## src/rtl/crypto_pkg.sv

```systemverilog
// ----------------------------------------------------------------------------
// crypto_pkg
// Shared constants and types for the register file and its write-port
// controller. The regfile and regfile_wb_arbiter both import this package, so
// they always agree on the address and data widths.
//
// Contents:
//   ADDR_W, DATA_W, NUM_REGS : register file geometry
//   NUM_REQ_DEFAULT          : default number of writeback requesters
//   regAddr_t, regData_t     : register address and data types
//   wbWrite_t                : one registered regfile write (enable/addr/data)
// ----------------------------------------------------------------------------
package crypto_pkg;

   localparam int ADDR_W          = 5;
   localparam int DATA_W          = 32;
   localparam int NUM_REGS        = 2 ** ADDR_W;
   localparam int NUM_REQ_DEFAULT = 3;

   typedef logic [ADDR_W-1:0] regAddr_t;
   typedef logic [DATA_W-1:0] regData_t;

   // A single regfile write as presented on the write port.
   typedef struct packed {
      logic     en;
      regAddr_t addr;
      regData_t data;
   } wbWrite_t;

endpackage

```

## src/rtl/regfile_wb_arbiter_if.sv

```systemverilog
// ----------------------------------------------------------------------------
// regfile_wb_arbiter_if
// Bundles the writeback request bus, the issue-side reservation port and the
// regfile write port of regfile_wb_arbiter.
//
// Signals:
//   req_valid/req_ready : per-requester handshake, ready is a one-hot grant
//   req_addr/req_data   : packed per-requester destination and data
//   reserve_valid/addr  : issue logic reserves a destination register
//   reserve_ready       : reservation accepted this cycle
//   busy                : per-register scoreboard
//   write_enable/addr/data : registered regfile write port
//   idle                : no pending reservations and no write in flight
//
// Modports:
//   master : execution units / issue logic / regfile side
//   slave  : the arbiter itself
// ----------------------------------------------------------------------------
interface regfile_wb_arbiter_if #(
   parameter int NUM_REQ = 3
);
   import crypto_pkg::*;

   logic [NUM_REQ-1:0]        req_valid;
   logic [NUM_REQ-1:0]        req_ready;
   logic [NUM_REQ*ADDR_W-1:0] req_addr;
   logic [NUM_REQ*DATA_W-1:0] req_data;

   logic                      reserve_valid;
   logic [ADDR_W-1:0]         reserve_addr;
   logic                      reserve_ready;

   logic [NUM_REGS-1:0]       busy;
   logic                      write_enable;
   logic [ADDR_W-1:0]         write_addr;
   logic [DATA_W-1:0]         write_data;
   logic                      idle;

   modport master (
      output req_valid, req_addr, req_data, reserve_valid, reserve_addr,
      input  req_ready, reserve_ready, busy, write_enable, write_addr,
             write_data, idle
   );

   modport slave (
      input  req_valid, req_addr, req_data, reserve_valid, reserve_addr,
      output req_ready, reserve_ready, busy, write_enable, write_addr,
             write_data, idle
   );

endinterface

```

## src/rtl/regfile_wb_arbiter_rr.sv

```systemverilog
// ----------------------------------------------------------------------------
// rr_arbiter
// Generic round-robin arbiter. The pointer remembers the most recent grant;
// the search for the next grant starts one past it, so every requester that
// stays valid is served within N grants.
//
// Ports:
//   clk     : clock, rising edge
//   rst     : asynchronous active-high reset, pointer -> N-1 (index 0 first)
//   valid   : per-requester request
//   advance : move the pointer to the current grant at the next edge
//   grant   : one-hot combinational grant, only ever to a valid requester
// ----------------------------------------------------------------------------
module rr_arbiter #(
   parameter int N = 3
) (
   input  logic         clk,
   input  logic         rst,
   input  logic [N-1:0] valid,
   input  logic         advance,
   output logic [N-1:0] grant
);

   localparam int IDX_W = (N > 1) ? $clog2(N) : 1;

   logic [IDX_W-1:0] last_q;
   logic [IDX_W-1:0] last_d;
   logic [IDX_W-1:0] grantIdx;
   logic [IDX_W-1:0] candIdx;
   logic             found;

   // Walk the requesters starting at last+1 (wrapping) and take the first
   // valid one. The pointer itself is tried last, which gives it the lowest
   // priority right after being served.
   always_comb begin
      grant    = '0;
      grantIdx = last_q;
      candIdx  = last_q;
      found    = 1'b0;
      for (int k = 1; k <= N; k++) begin
         candIdx = IDX_W'((int'(last_q) + k) % N);
         if (!found && valid[candIdx]) begin
            found    = 1'b1;
            grantIdx = candIdx;
         end
      end
      if (found) begin
         grant[grantIdx] = 1'b1;
      end
   end

   // The pointer only moves when a grant actually takes effect.
   always_comb begin
      last_d = last_q;
      if (advance && found) begin
         last_d = grantIdx;
      end
   end

   // Reset to N-1 so that requester 0 is the first one searched.
   always_ff @(posedge clk or posedge rst) begin
      if (rst) begin
         last_q <= IDX_W'(N - 1);
      end else begin
         last_q <= last_d;
      end
   end

endmodule

```

## src/rtl/regfile_wb_arbiter.sv

```systemverilog
// ----------------------------------------------------------------------------
// regfile_wb_arbiter
// Write-port controller for the 32x32 regfile. NUM_REQ writeback requesters
// share the single write port through a round-robin arbiter, and a per-register
// busy scoreboard tracks destinations reserved by issue logic until their
// write commits.
//
// Ports:
//   clk  : clock, rising edge
//   rst  : asynchronous active-high reset
//   bus  : regfile_wb_arbiter_if.slave (requests, reservations, write port,
//          scoreboard and idle)
// ----------------------------------------------------------------------------
module regfile_wb_arbiter
   import crypto_pkg::*;
#(
   parameter int NUM_REQ = NUM_REQ_DEFAULT
) (
   input  logic                  clk,
   input  logic                  rst,
   regfile_wb_arbiter_if.slave   bus
);

   logic [NUM_REQ-1:0]  grant;
   logic                anyValid;
   regAddr_t            selAddr;
   regData_t            selData;

   wbWrite_t            wb_q;
   wbWrite_t            wb_d;
   logic [NUM_REGS-1:0] busy_q;
   logic [NUM_REGS-1:0] busy_d;
   logic                reserveOk;

   // The write port is never stalled, so the arbiter advances whenever
   // anybody is asking; the grant it produces is the handshake ready.
   assign anyValid = |bus.req_valid;

   rr_arbiter #(
      .N (NUM_REQ)
   ) u_rr (
      .clk     (clk),
      .rst     (rst),
      .valid   (bus.req_valid),
      .advance (anyValid),
      .grant   (grant)
   );

   assign bus.req_ready = grant;

   // Unpack the granted requester's address and data. The grant is one-hot,
   // so OR-ing the masked lanes selects exactly one of them.
   always_comb begin
      selAddr = '0;
      selData = '0;
      for (int i = 0; i < NUM_REQ; i++) begin
         if (grant[i]) begin
            selAddr = selAddr | bus.req_addr[i*ADDR_W +: ADDR_W];
            selData = selData | bus.req_data[i*DATA_W +: DATA_W];
         end
      end
   end

   // Next regfile write: enable follows the grant, address and data are only
   // loaded on a grant so they hold their last values otherwise.
   always_comb begin
      wb_d    = wb_q;
      wb_d.en = |grant;
      if (|grant) begin
         wb_d.addr = selAddr;
         wb_d.data = selData;
      end
   end

   // A busy register refuses reservations, including the cycle in which its
   // write is committing, so set and clear can never hit the same bit.
   assign reserveOk = !busy_q[bus.reserve_addr];

   // Scoreboard next state: clear the register being committed this edge,
   // then set a newly accepted reservation.
   always_comb begin
      busy_d = busy_q;
      if (wb_q.en) begin
         busy_d[wb_q.addr] = 1'b0;
      end
      if (bus.reserve_valid && reserveOk) begin
         busy_d[bus.reserve_addr] = 1'b1;
      end
   end

   // Write-port and scoreboard registers. Reset drops any write in flight.
   always_ff @(posedge clk or posedge rst) begin
      if (rst) begin
         wb_q   <= '0;
         busy_q <= '0;
      end else begin
         wb_q   <= wb_d;
         busy_q <= busy_d;
      end
   end

   assign bus.reserve_ready = reserveOk;
   assign bus.busy          = busy_q;
   assign bus.write_enable  = wb_q.en;
   assign bus.write_addr    = wb_q.addr;
   assign bus.write_data    = wb_q.data;

   // Derived only from registered state, never from inputs.
   assign bus.idle = (busy_q == '0) && !wb_q.en;

endmodule

```

## src/flat_wrapper.sv

```systemverilog
// flat-port wrapper written by rule: the top's interface ports become plain ports
module regfile_wb_arbiter_flat import crypto_pkg::*;
#(
   parameter int NUM_REQ = NUM_REQ_DEFAULT
)
  (clk, rst, bus_req_valid, bus_req_addr, bus_req_data, bus_reserve_valid, bus_reserve_addr, bus_req_ready, bus_reserve_ready, bus_busy, bus_write_enable, bus_write_addr, bus_write_data, bus_idle);
  regfile_wb_arbiter_if #(.NUM_REQ(NUM_REQ)) bus_i ();
  input  logic clk;
  input  logic rst;
  input wire logic [$bits(bus_i.req_valid)-1:0] bus_req_valid;
  input wire logic [$bits(bus_i.req_addr)-1:0] bus_req_addr;
  input wire logic [$bits(bus_i.req_data)-1:0] bus_req_data;
  input wire logic [$bits(bus_i.reserve_valid)-1:0] bus_reserve_valid;
  input wire logic [$bits(bus_i.reserve_addr)-1:0] bus_reserve_addr;
  output wire logic [$bits(bus_i.req_ready)-1:0] bus_req_ready;
  output wire logic [$bits(bus_i.reserve_ready)-1:0] bus_reserve_ready;
  output wire logic [$bits(bus_i.busy)-1:0] bus_busy;
  output wire logic [$bits(bus_i.write_enable)-1:0] bus_write_enable;
  output wire logic [$bits(bus_i.write_addr)-1:0] bus_write_addr;
  output wire logic [$bits(bus_i.write_data)-1:0] bus_write_data;
  output wire logic [$bits(bus_i.idle)-1:0] bus_idle;
  assign bus_i.req_valid = bus_req_valid;
  assign bus_i.req_addr = bus_req_addr;
  assign bus_i.req_data = bus_req_data;
  assign bus_i.reserve_valid = bus_reserve_valid;
  assign bus_i.reserve_addr = bus_reserve_addr;
  assign bus_req_ready = bus_i.req_ready;
  assign bus_reserve_ready = bus_i.reserve_ready;
  assign bus_busy = bus_i.busy;
  assign bus_write_enable = bus_i.write_enable;
  assign bus_write_addr = bus_i.write_addr;
  assign bus_write_data = bus_i.write_data;
  assign bus_idle = bus_i.idle;
  regfile_wb_arbiter #(.NUM_REQ(NUM_REQ)) u_core (.clk(clk), .rst(rst), .bus(bus_i));
endmodule
```

## config.mk

```make
export PLATFORM = sky130hd
export DESIGN_NAME = regfile_wb_arbiter_flat
export DESIGN_NICKNAME = d
export VERILOG_FILES = /design/src/rtl/crypto_pkg.sv /design/src/rtl/regfile_wb_arbiter_if.sv /design/src/rtl/regfile_wb_arbiter_rr.sv /design/src/rtl/regfile_wb_arbiter.sv /design/src/flat_wrapper.sv
export SDC_FILE = /design/constraint.sdc
export NUM_CORES = 1
export LEC_CHECK = 0
export BUFFER_PORTS_ARGS = -buffer_cell sky130_fd_sc_hd__buf_4
export CORE_AREA = 2 2 98 100
export CTS_BUF_LIST = sky130_fd_sc_hd__clkbuf_4 sky130_fd_sc_hd__clkbuf_8 sky130_fd_sc_hd__clkbuf_16
export CTS_CLUSTER_SIZE = 8
export DETAILED_ROUTE_END_ITERATION = 10
export DIE_AREA = 0 0 100 102
export PLACE_DENSITY = 0.82
export SYNTH_ARGS = -nofsm -noshare
export SYNTH_HDL_FRONTEND = slang
export SYNTH_SLANG_ARGS = --single-unit
```

## constraint.sdc

```tcl
create_clock -name clk -period 3.1 [get_ports clk]
set_input_delay 0.31 -clock clk [delete_from_list [all_inputs] [get_ports clk]]
set_output_delay 0.31 -clock clk [all_outputs]
set_load 0.02 [all_outputs]
```

== Word level (Yosys, flattened, before mapping) ==
Index checks and enable logic that the tools add are counted.

* Output and inout port bits: 75
* Register bits: 72
* Word-level logic and storage cells: 71

* Order comparisons: 9
* $add $sub $neg: 3
* Div/mod/pow operators: 3
* Reductions and logical operators: 15
* Bitwise operators: 7
* Mux-type cells: 29

{| class="wikitable"
|+ Operators by type and width
! operator !! count
|-
| 32-bit 2-to-1 mux || 5
|-
| 32-bit by 3-bit modulo with 32-bit output, second input constant || 3
|-
| 32-bit bitwise OR || 3
|-
| 32-bit bitwise AND || 1
|-
| 32-bit zero test || 1
|-
| 32-bit inverter || 1
|-
| 5-bit 2-to-1 mux || 3
|-
| 2-bit by 3-bit less-than comparator with 1-bit output, second input constant || 4
|-
| 5-bit by 6-bit less-than comparator with 1-bit output, second input constant || 2
|-
| 1-bit demux with 5-bit select || 2
|-
| 5-bit by 1-bit >= comparator with 1-bit output, second input constant || 2
|-
| 1-bit 2-to-1 mux || 10
|-
| 5-bit bitwise OR || 2
|-
| 1-bit logical AND || 8
|-
| 2-bit by 2-bit adder with 3-bit output, second input constant || 2
|-
| 1-bit binary-select mux with 2-bit select || 3
|-
| 2-bit 2-to-1 mux || 3
|-
| 3-bit OR reduction || 2
|-
| 1-bit binary-select mux with 5-bit select || 1
|-
| 1-bit zero test || 4
|-
| 2-bit by 1-bit adder with 3-bit output, second input constant || 1
|-
| 3-bit 2-to-1 mux || 1
|-
| 1-bit demux with 2-bit select || 1
|-
| 2-bit by 1-bit >= comparator with 1-bit output, second input constant || 1
|}

== Longest topological paths before layout ==
* Word-level depth: 21
* Gate-level depth with buffers: 13
* Gate-level depth less buffers: 9

== Hierarchy ==
From an unflattened synthesis, not the netlist that was laid out.

* Cells, all modules: 421
* Area total of the unflattened synthesis: 4150.2 µm²

{| class="wikitable"
|+ Modules (own cells, without submodules)
! module !! area each (µm²) !! times used !! cells each
|-
| regfile_wb_arbiter || 3668.5 || 1 || 364
|-
| rr_arbiter || 481.7 || 1 || 57
|}

== Worst setup path before layout ==
OpenSTA, ideal clock, no wires.

* Kind: register -> output
* From: register u_core.u_rr.last_q[1]
* To: output bus_req_ready[0]
* Path slack: 307 ps
* Arrival time: 2483 ps
* Path buffers: 3
* Cell stages (with the launch flop): 8
* Path through: dfstp_2 -> ha_1 -> buf_2 -> maj3_1 -> a221o_1 -> buf_2 -> clkbuf_1 -> nor3_1

* Word-level cells in the longest chain between the ends: 16

{| class="wikitable"
|+ RTL lines
! element !! line !! source
|-
| start: declaration || regfile_wb_arbiter_rr.sv:26 || <nowiki>logic [IDX_W-1:0] last_q;</nowiki>
|-
| start signal: assignment || regfile_wb_arbiter_rr.sv:63 || <nowiki>last_q <= IDX_W'(N - 1);</nowiki>
|-
| start signal: assignment || regfile_wb_arbiter_rr.sv:65 || <nowiki>last_q <= last_d;</nowiki>
|-
| 2-bit by 1-bit adder with 3-bit output || regfile_wb_arbiter_rr.sv:41 || <nowiki>candIdx = IDX_W'((int'(last_q) + k) % N);</nowiki>
|-
| 32-bit by 3-bit modulo with 32-bit output || regfile_wb_arbiter_rr.sv:41 ||
|-
| 1-bit binary-select mux with 2-bit select || regfile_wb_arbiter_rr.sv:42 || <nowiki>if (!found && valid[candIdx]) begin</nowiki>
|-
| 1-bit 2-to-1 mux (implied by the code) || regfile_wb_arbiter_rr.sv:42 ||
|-
| 1-bit 2-to-1 mux || regfile_wb_arbiter_rr.sv:42 ||
|-
| 1-bit zero test || regfile_wb_arbiter_rr.sv:42 ||
|-
| 1-bit logical AND || regfile_wb_arbiter_rr.sv:42 ||
|-
| 1-bit 2-to-1 mux || regfile_wb_arbiter_rr.sv:42 ||
|-
| 1-bit zero test || regfile_wb_arbiter_rr.sv:42 ||
|-
| 1-bit logical AND || regfile_wb_arbiter_rr.sv:42 ||
|-
| 2-bit 2-to-1 mux || regfile_wb_arbiter_rr.sv:42 ||
|-
| 2-bit by 3-bit less-than comparator with 1-bit output (implied by the code) or 2-bit by 1-bit >= comparator with 1-bit output (tied branches) || regfile_wb_arbiter_rr.sv:48 || <nowiki>grant[grantIdx] = 1'b1;</nowiki>
|-
| 1-bit logical AND (implied by the code) || regfile_wb_arbiter_rr.sv:48 ||
|-
| 1-bit 2-to-1 mux (implied by the code) || regfile_wb_arbiter_rr.sv:48 ||
|-
| 1-bit demux with 2-bit select || regfile_wb_arbiter_rr.sv:48 ||
|-
| 3-bit 2-to-1 mux * || regfile_wb_arbiter_rr.sv:47 || <nowiki>if (found) begin</nowiki>
|-
| end: declaration || flat_wrapper.sv:15 || <nowiki>output wire logic [$bits(bus_i.req_ready)-1:0] bus_req_ready;</nowiki>
|}

Mark *: on every way between the ends. The rest lies on a longest branch, timed or not. The select of a mux whose other input is x is not followed.

== Final worst setup path ==
* From: register u_core.u_rr.last_q[0]
* To: output bus_req_ready[0]

Same word-level chain as after synthesis.

==> key figures <==
Run status
  • Status: finished clean

Synth
  • Yosys Warn Count: 0
  • FFs w/ async S/R, synth: 100%
  • Mux cell area share after synthesis: 4.97%
  • Seq/Total Area, Yosys: 42.1%
  • Compound-cell area share of the yosys netlist: 29.9%
  • Number of flops mapped to enable cells by yosys: 0
  • Mapped Area: 4280 sq um
  • Post-synth top area share: 41.5%
  • Top FF cell, synth: dfrtp_1
  • Ranking of synthesized cells by area: dfrtp_1, a21oi_1, nor2_1, a21boi_1, o21ai_0
  • Xor and xnor area share after synthesis: 0%
  • Mapped Nets: 627
  • Post-synthesis cell type count: 48
  • Cell type with the largest total area after synthesis: dfrtp_1
  • Largest family of logic cells by synthesized area: compound AO/OA/AOI/OAI gates
  • Simple-gate share of the synthesized area: 16.3%
  • Synth Instances: 503
  • #FFs+latches synth: 72
  • Synth Area per Inst: 8.51 sq um
  • Adder-cell area share of the yosys netlist: 1.05%

Floorplanning
  • Core footprint: 9110 sq um
  • Die area: 10200 sq um
  • Chip height: 102 microns
  • Row cnt: 35
  • Die X: 100 microns
  • I/O pin total: 197
  • Starting density of the core: 47.0%

GRT
  • Initial antenna violation count: 0
  • Gr usage total: 27.9%
  • Residual overflow from global routing: 0
  • First-pass GRT wire length: 22500 microns
  • Largest net degree at the start of global routing: 46
  • Vias in the first global route: 4645

Route
  • Routed Antenna Nets: 0
  • Initial drt markers: 318
  • Drc violations: 0
  • DRT Pass-1 Iters: 5
  • Via count: 4776
  • Routed WL per cell: 18.3 microns
  • Vias per cell: 5.97
  • DRT Wirelength: 14600 microns

Power
  • Power density cells: 1270 nW/um^2
  • Sequential share of power: 25.6%
  • Pleak: 2.71 nW
  • Combinational group share of total power: 62.3%
  • Net Sw Power: 3.68 mW
  • Sw frac: 47.7%
  • Clk network pwr share: 12.1%
  • Power Internal: 4.03 mW
  • VDD IR-drop max: 0.000851 V

Layout
  • Commonest cells after routing, fill and taps aside: buf_4, a21oi_1, nor2_1
  • Layout area overhead: 42.1%
  • Nets: 808
  • Commonest non-fill, non-tap cell in the layout: buf_4
  • Design area: 6080 sq um
  • Share of cells above drive strength 1: 37.0%
  • Antenna fix cells: 0

Worst setup path
  • Worst Setup End Kind: primary output
  • CP Data Arrival Time: 2.58 ns
  • FF-to-FF path depth: 9
  • CP startpoint kind: register
  • R2r setup slk: 0.45 ns
  • Crit Path Category: register to primary output
  • Critical Path RT: 2.79 ns
  • Crit path max fanout: 12

Timing
  • Maximum clock frequency: 345 MHz
  • Final slew viol count: 0
  • Fin Setup TNS: 0 ns
  • Period utilization: 93.4%
  • Final setup violation count: 0
  • Setup WS post-layout: 0.205 ns
  • Worst slew pin tran: 0.573 ns
  • Period minus WS final: 2.89 ns
  • Hold Vio Cnt, Final: 0
  • Max-slew headroom: 61.8%
  • Final Skew: 0.0153 ns
  • RSZ-0062 raised after global routing: false

Min path
  • HP Class: input pin to asynchronous set/reset pin

CTS
  • CTS tree: yes
  • Hold_buf cts: 0
  • CTS Sinks: 72
  • CTS Buf Count: 9
  • Root buffer cell: clkbuf_8
  • Htree depth: 3
  • CTS Buffer Depth: 2
  • Worst-skew pair later-pin latency: 0.35 ns
  • Clock-pin slew on the worst setup and hold paths: 0.09 ns

Place
  • Pre-CTS setup slack: 0.236 ns
  • DP Area: 5790 sq um
  • PortBufs: 196
  • Final Wtd Congestion: 0.932
  • Post-DP HPWL: 10600 microns

Run
  • Max cap viols: 0
final cells by class:
| class | count | area, sq um |
|---|---|---|
| multi-input cells | 380 | 2270 |
| inverters | 10 | 42.5 |
| clock buffers | 11 | 145 |
| flip-flops and latches | 72 | 1800 |
| well taps | 111 | 139 |
| clock inverters | 5 | 104 |
| repair buffers | 211 | 1580 |
| fillers | 763 | 3030 |
worst max-delay path, stage by stage (launching register included):
cell,delay [ns]
dfrtp_1,0.39
inv_1,0.09
ha_4,0.33
mux2_2,0.34
a222oi_1,0.39
o311ai_1,0.17
and2_1,0.23
clkinv_4,0.07
nor3_1,0.05
buf_4,0.18
sequential cells by signal, summed over array words and instances (netlist names):
register and cells:
u_core.u_rr.last_q 2, u_core.bus.busy 32, u_core.bus.write_data 32, u_core.bus.write_enable 1, u_core.bus.write_addr 5
routing by layer:
layer	wire length (microns)	track usage [%]	up-vias	share of wire, %
met5	0	0	-	0
met4	274	10.0	0	1.9
met3	1180	4.65	26	8.1
met2	7640	51.0	247	52
met1	5520	33.3	2332	38
li1	-	-	2171	-
cells in the mapped netlist, drive strengths merged, types with 2 or more instances:
master,n
nand2b,5
or3b,5
nand4,4
nor2b,2
buf,24
inv,10
or3,3
ha,2
nor3,4
nor2,81
a21oi,112
mux4,8
nand2,7
nand4b,2
o21ai,65
a21boi,36
nor4bb,2
nand3b,9
nand3,4
clkbuf,17
maj3,2
nor4,8
mux2,2
dfrtp,71
metrics by stage:
step | power (mW) | hold slack [ns] | utilization, % | cells
floorplan | 5.00 | 0.496 | - | 503
global placement | 6.46 | 0.413 | 63.6 | 781
detailed placement | 6.64 | 0.418 | 63.6 | 781
CTS | 7.60 | 0.0329 | 66.4 | 797
global route | 8.22 | 0.0764 | 66.8 | 800
finish | 7.71 | 0.0282 | 66.8 | 800
logic make-up (layout without fill, tap and decap cells):
logic type / after synthesis / count (layout)
adders and majority gates: 4 / 4
buffers and inverters: 51 / 237
AOI/OAI and AO/OA: 226 / 226
muxes: 11 / 11
DFF: 72 / 72
and+or+nand+nor: 139 / 139
power by group through the flow:
stage	clock (mW)	combinational [mW]	sequential (mW)
after floorplan	0	2.64	2.35
after global placement	0	4.53	1.93
after detailed placement	0	4.69	1.95
after CTS	0.941	4.72	1.94
after global routing	0.983	5.21	2.03
final	0.936	4.80	1.97
timing repair:
item / CTS / global route
buffers inserted: 0 / 3
pin swaps: 0 / 1
gates resized for setup: 2 / 3
gates cloned: 0 / 0
endpoints found under the setup margin: 1 / 1
final timing paths:
kind / start / to
worst max-delay path: u_core.u_rr.last_q[0]$_DFFE_PP0P_ / bus_req_ready[0]
worst min-delay path: rst / u_core.bus.write_data[7]$_DFFE_PP0P_
worst max register to register: u_core.u_rr.last_q[0]$_DFFE_PP0P_ / u_core.bus.write_data[24]$_DFFE_PP0P_
worst min register to register: u_core.bus.busy[0]$_DFF_PP0_ / u_core.bus.busy[0]$_DFF_PP0_
max in group asynchronous: rst / u_core.bus.busy[26]$_DFF_PP0_
min in group clk: bus_req_data[15] / u_core.bus.write_data[15]$_DFFE_PP0P_
(Power assumes the default switching activity.)
